[src/rtl/lsu_pkg.sv]
// lsu_pkg: shared encodings and helpers for the byte-serial load/store sequencer.
//   SZ_B / SZ_H / SZ_W : request size encodings (2'b11 is illegal)
//   state_t            : sequencer FSM states
//   bytes_of()         : number of RAM beats for a given size
package lsu_pkg;

  localparam logic [1:0] SZ_B = 2'b00;
  localparam logic [1:0] SZ_H = 2'b01;
  localparam logic [1:0] SZ_W = 2'b10;

  typedef enum logic [1:0] {
    IDLE = 2'd0,
    XFER = 2'd1,
    RESP = 2'd2
  } state_t;

  function automatic logic [2:0] bytes_of(input logic [1:0] size);
    logic [2:0] n;
    case (size)
      SZ_H:    n = 3'd2;
      SZ_W:    n = 3'd4;
      default: n = 3'd1;
    endcase
    return n;
  endfunction

endpackage

[src/rtl/lsu_extend.sv]
// lsu_extend: combinational load-data extension.
//   data   in  32  assembled little-endian load buffer
//   size   in  2   access size (byte / half / word)
//   uns    in  1   1 = zero-extend, 0 = sign-extend
//   rdata  out 32  extended load result
module lsu_extend
  import lsu_pkg::*;
(
  input  logic [31:0] data,
  input  logic [1:0]  size,
  input  logic        uns,
  output logic [31:0] rdata
);

  logic fill_b;
  logic fill_h;

  assign fill_b = ~uns & data[7];
  assign fill_h = ~uns & data[15];

  always_comb begin
    rdata = data;
    case (size)
      SZ_B:    rdata = {{24{fill_b}}, data[7:0]};
      SZ_H:    rdata = {{16{fill_h}}, data[15:0]};
      default: rdata = data;
    endcase
  end

endmodule

[src/rtl/lsu_byte_seq.sv]
// lsu_byte_seq: sequences one 32-bit byte/half/word load or store onto a
// byte-wide RAM slice, one byte per cycle, little-endian.
//   clk, rst_n                 clock, synchronous active-low reset
//   req_valid/req_ready        request handshake (ready only in IDLE)
//   req_we/size/unsigned       store flag, size, zero-extend flag
//   req_addr/req_wdata         byte address, store data
//   rsp_valid/rsp_err/rsp_rdata one-cycle response pulse
//   mem_addr/d/we/sel, mem_q   RAM port (combinational read)
//
// state | meaning
// IDLE  | waiting for a request; req_ready high
// XFER  | one RAM byte per cycle, counter i = 0..n-1
// RESP  | rsp_valid pulse (data or error), then back to IDLE
module lsu_byte_seq
  import lsu_pkg::*;
#(
  parameter int ADDR_W = 10
) (
  input  logic              clk,
  input  logic              rst_n,
  input  logic              req_valid,
  output logic              req_ready,
  input  logic              req_we,
  input  logic [1:0]        req_size,
  input  logic              req_unsigned,
  input  logic [31:0]       req_addr,
  input  logic [31:0]       req_wdata,
  output logic              rsp_valid,
  output logic              rsp_err,
  output logic [31:0]       rsp_rdata,
  output logic [ADDR_W-1:0] mem_addr,
  output logic [7:0]        mem_d,
  output logic              mem_we,
  output logic              mem_sel,
  input  logic [7:0]        mem_q
);

  state_t              state;
  logic                we_q;
  logic [1:0]          size_q;
  logic                uns_q;
  logic [ADDR_W-1:0]   addr_q;
  logic [31:0]         wdata_q;
  logic                err_q;
  logic [1:0]          i_q;
  logic [31:0]         rbuf_q;

  logic                illegal;
  logic                last;
  logic                xfer;
  logic [31:0]         ext_rdata;

  // Any address bit above the RAM range makes the request out of range.
  assign illegal = (req_size == 2'b11)
                 | ((req_size == SZ_H) & req_addr[0])
                 | ((req_size == SZ_W) & (|req_addr[1:0]))
                 | (|(req_addr >> ADDR_W));

  assign last = ({1'b0, i_q} == (bytes_of(size_q) - 3'd1));

  always_ff @(posedge clk) begin
    if (!rst_n) begin
      state   <= IDLE;
      we_q    <= 1'b0;
      size_q  <= SZ_B;
      uns_q   <= 1'b0;
      addr_q  <= '0;
      wdata_q <= '0;
      err_q   <= 1'b0;
      i_q     <= 2'd0;
      rbuf_q  <= '0;
    end else begin
      case (state)
        IDLE: begin
          if (req_valid) begin
            we_q    <= req_we;
            size_q  <= req_size;
            uns_q   <= req_unsigned;
            addr_q  <= req_addr[ADDR_W-1:0];
            wdata_q <= req_wdata;
            err_q   <= illegal;
            i_q     <= 2'd0;
            rbuf_q  <= '0;
            state   <= illegal ? RESP : XFER;
          end
        end
        XFER: begin
          if (!we_q) rbuf_q[{i_q, 3'b000} +: 8] <= mem_q;
          if (last) state <= RESP;
          else      i_q   <= i_q + 2'd1;
        end
        RESP: begin
          i_q   <= 2'd0;
          state <= IDLE;
        end
        default: state <= IDLE;
      endcase
    end
  end

  lsu_extend u_extend (
    .data  (rbuf_q),
    .size  (size_q),
    .uns   (uns_q),
    .rdata (ext_rdata)
  );

  assign xfer = (state == XFER);

  // rst_n gating keeps the RAM from being written in a cycle held in reset.
  assign mem_sel  = xfer & rst_n;
  assign mem_we   = xfer & we_q & rst_n;
  assign mem_addr = xfer ? (addr_q + ADDR_W'(i_q)) : '0;
  assign mem_d    = xfer ? wdata_q[{i_q, 3'b000} +: 8] : 8'h00;

  assign req_ready = (state == IDLE);
  assign rsp_valid = (state == RESP);
  assign rsp_err   = (state == RESP) & err_q;
  assign rsp_rdata = ((state == RESP) & ~err_q & ~we_q) ? ext_rdata : 32'h0;

endmodule

[config.mk]
export PLATFORM = sky130hd
export DESIGN_NAME = lsu_byte_seq
export DESIGN_NICKNAME = d
export VERILOG_FILES = /design/src/rtl/lsu_pkg.sv /design/src/rtl/lsu_extend.sv /design/src/rtl/lsu_byte_seq.sv
export SDC_FILE = /design/constraint.sdc
export NUM_CORES = 1
export LEC_CHECK = 0
export BUFFER_PORTS_ARGS = -buffer_cell sky130_fd_sc_hd__buf_4
export CORE_MARGIN = 2
export CORE_UTILIZATION = 55
export DETAILED_ROUTE_END_ITERATION = 16
export PLACE_DENSITY = 0.86
export REMOVE_ABC_BUFFERS = 1
export SETUP_SLACK_MARGIN = 0.05
export SYNTH_ARGS = -nofsm -noshare
export SYNTH_HDL_FRONTEND = slang
export SYNTH_SLANG_ARGS = --single-unit
[constraint.sdc]
create_clock -name clk -period 6.8 [get_ports clk]
set_clock_uncertainty 0.2 [all_clocks]
set_input_delay 0.68 -clock clk [delete_from_list [all_inputs] [get_ports clk]]
set_output_delay 0.68 -clock clk [all_outputs]
set_load 0.01 [all_outputs]
==> impl_metrics.json <==
{
  "ir_drop_uv": 137,
  "drt_wl_total_um": 10800,
  "synth_top_area_share": 0.400,
  "maxSlewViolCount": 0,
  "filler_cell_count": 615,
  "grt_pass1_vias": 3939,
  "maxSlewHeadroom": 0.368,
  "finalCritPeriodShare": 0.523,
  "grt_overflow": 0,
  "n_antenna_cell": 0,
  "ys_warn_count": 0,
  "track_usage": 0.262,
  "critical_path_required_ns": 5.92,
  "path_clk_slew_ns": 0.08,
  "hold_class": "flop to flop",
  "areaGrowthSynthToFinish_pct": 28.8,
  "cts_root_buf": "clkbuf_8",
  "antenna_left": 0,
  "r2r-start": "i_q[0]$_SDFFE_PN0P_",
  "rows": 31,
  "synthTopCellsByArea": "dfxtp_1 (40%), nand2_1 (12%), a21oi_1 (6.8%)",
  "gr-usage-met3": 0.0593,
  "maxCapViolations": 0,
  "via_per_inst": 5.55,
  "dp.cells": 716,
  "nets": 717,
  "dr_total_vias": 4061,
  "tightest_slew_ns": 0.946,
  "die_w_um": 90.9,
  "clock_latency_ns": 0.35,
  "status": "complete, no violations",
  "gp_congestion": 0.873,
  "grt.met1_usage": 0.322,
  "path_class": "flop to output pin",
  "synth_edf_count": 0,
  "dp_hpwl_um": 7760,
  "ys_types": 44,
  "critPathMaxFanout": 18,
  "synth_seq_area_share": 0.400,
  "period_minus_slack_ns": 3.55,
  "rsz0062_at_grt": "false",
  "p_per_area_mw_per_mm2": 186,
  "ys_ff_latch": 83,
  "hold_viol": 0,
  "fin_cells": 732,
  "htreeDepth": 3,
  "finalSetupViolCount": 0,
  "cts_tree": "done",
  "postCtsSetupBuffers": 0,
  "antenna_found_initial": 0,
  "ys.flop_type": "dfxtp_1",
  "die_y_um": 90.9,
  "synth_largest_area_cell": "dfxtp_1",
  "first_pass_iters": 4,
  "yosysMostFrequentCell": "nand2_1",
  "ys_top_cells_by_count": "nand2_1 (137), dfxtp_1 (83), a21oi_1 (56), nand3_1 (35), a21boi_0 (30)",
  "pin_count": 134,
  "dieArea_mm2": 0.00826,
  "cts_inserted_buffers": 9,
  "drc": 0,
  "cts_max_path_buffers": 2,
  "drt_iter0_markers": 216,
  "grt_first_pass_wirelength_um": 17700,
  "ctsResizeCount": 0,
  "placeableCoreArea_mm2": 0.00729,
  "avgSynthCellArea_um2": 8.11,
  "leakage_nw": 2.10,
  "min_from": "rbuf_q[1]$_SDFFE_PN0P_",
  "tns_ns": 0,
  "grt_util_met2": 0.451,
  "layout-drive-gt1-share": 0.264,
  "cp-end-kind": "output pin",
  "port_buffers": 133,
  "syn_inst": 512,
  "cts_sinks": 83,
  "cts_hold_buffers": 0,
  "crit_arrival_ns": 2.67,
  "grt-busiest-layer": "met2",
  "synth_area_mm2": 0.00415,
  "wire_per_inst_um": 14.7,
  "start_util": 0.569,
  "clock.fmax_mhz": 281,
  "critPathLaunch": "i_q[0]$_SDFFE_PN0P_",
  "async_flop_share": 0,
  "grt_max_degree": 46,
  "critical_path.startpoint_type": "flop"
}
[per-stage QoR]
stage | power, mW | setup WS (ns) | hold WS (ns) | area [um2] | util
floorplan | 0.582 | 3.91 | 0.226 | 4010 | -
global placement | 0.644 | 3.60 | 0.238 | 5150 | 0.706
detailed placement | 0.649 | 3.58 | 0.242 | 5150 | 0.706
CTS | 0.994 | 3.19 | 0.253 | 5340 | 0.733
global route | 1.03 | 2.98 | 0.275 | 5340 | 0.733
finish | 0.993 | 3.25 | 0.251 | 5340 | 0.733
[path summary, 6_finish.rpt]
kind	endpoint	slack [ns]	depth (start not counted)
min reg2reg	rbuf_q[1]$_SDFFE_PN0P_	0.25	2
max reg2reg	rbuf_q[10]$_SDFFE_PN0P_	3.93	6
max	mem_addr[8]	3.25	6
min	rbuf_q[1]$_SDFFE_PN0P_	0.25	2
[final cells by class]
| cell class | instances | area, um2 | share of cell area |
|---|---|---|---|
| Tap cell | 99 | 124 | 0.0232 |
| Sequential cell | 83 | 1660 | 0.311 |
| Multi-Input combinational cell | 391 | 2320 | 0.434 |
| Inverter | 8 | 30.0 | 0.00562 |
| Timing Repair Buffer | 135 | 1010 | 0.190 |
| Clock buffer | 12 | 145 | 0.0272 |
| Clock inverter | 4 | 50.0 | 0.00937 |
[cell usage in the layout (no fill, tap or decap), types with 2 or more instances in the layout]
cell type,netlist,routed
nand2_1,137,137
buf_4,2,135
dfxtp_1,83,83
a21oi_1,56,56
nand3_1,35,35
a21boi_0,30,30
and2_1,19,19
o21a_1,17,17
nor2_1,15,15
clkbuf_8,0,10
ha_1,9,9
mux4_2,8,8
inv_1,7,7
a21boi_1,7,7
nor4_1,6,6
xnor2_1,5,5
o21ai_0,4,4
or3_1,4,4
nand3b_1,4,4
o22ai_1,4,4
o22a_1,4,4
nor3_1,3,3
nand4_1,2,2
nand2b_1,2,2
xor2_1,2,2
or2_2,2,2
o211ai_1,2,2
nor3b_2,2,2
clkbuf_1,16,2
clkinvlp_4,0,2
[state kept, by name, summed over array words and instances, names as in the netlist]
register and flops:
state 2, err_q 1, i_q 2, size_q 2, rbuf_q 32, addr_q 10, uns_q 1, we_q 1
wdata_q 32
[layer usage]
layer	vias up	wire length, um
met2	154	5300
met3	23	811
li1	1989	-
met1	1895	4420
met5	-	0
met4	0	226
[worst max-delay path: stages, from the launching register on]
cell     delay [ns]
dfxtp_1        0.95
ha_1           0.33
fa_1           0.23
nand4_1        0.14
or3_1          0.37
a21oi_1        0.15
buf_4          0.15
[cell families (layout without fill, tap and decap cells)]
group	Yosys count	after routing	share of synthesized area
flip-flops	83	83	0.400
buffers and inverters	38	159	0.0407
multiplexers	8	8	0.0434
AO/OA/AOI/OAI	127	127	0.197
XOR/XNOR	7	7	0.0148
AND/OR/NAND/NOR	239	239	0.272
adder cells (fa/ha/maj)	10	10	0.0320
[where the power goes]
part,total (mW),internal (mW),leakage [nW],switching (mW)
registers,0.514,0.502,0.677,0.0120
logic,0.124,0.0592,1.33,0.0647
clock network,0.355,0.180,0.0926,0.176
Power figures use the tool's default switching activity.
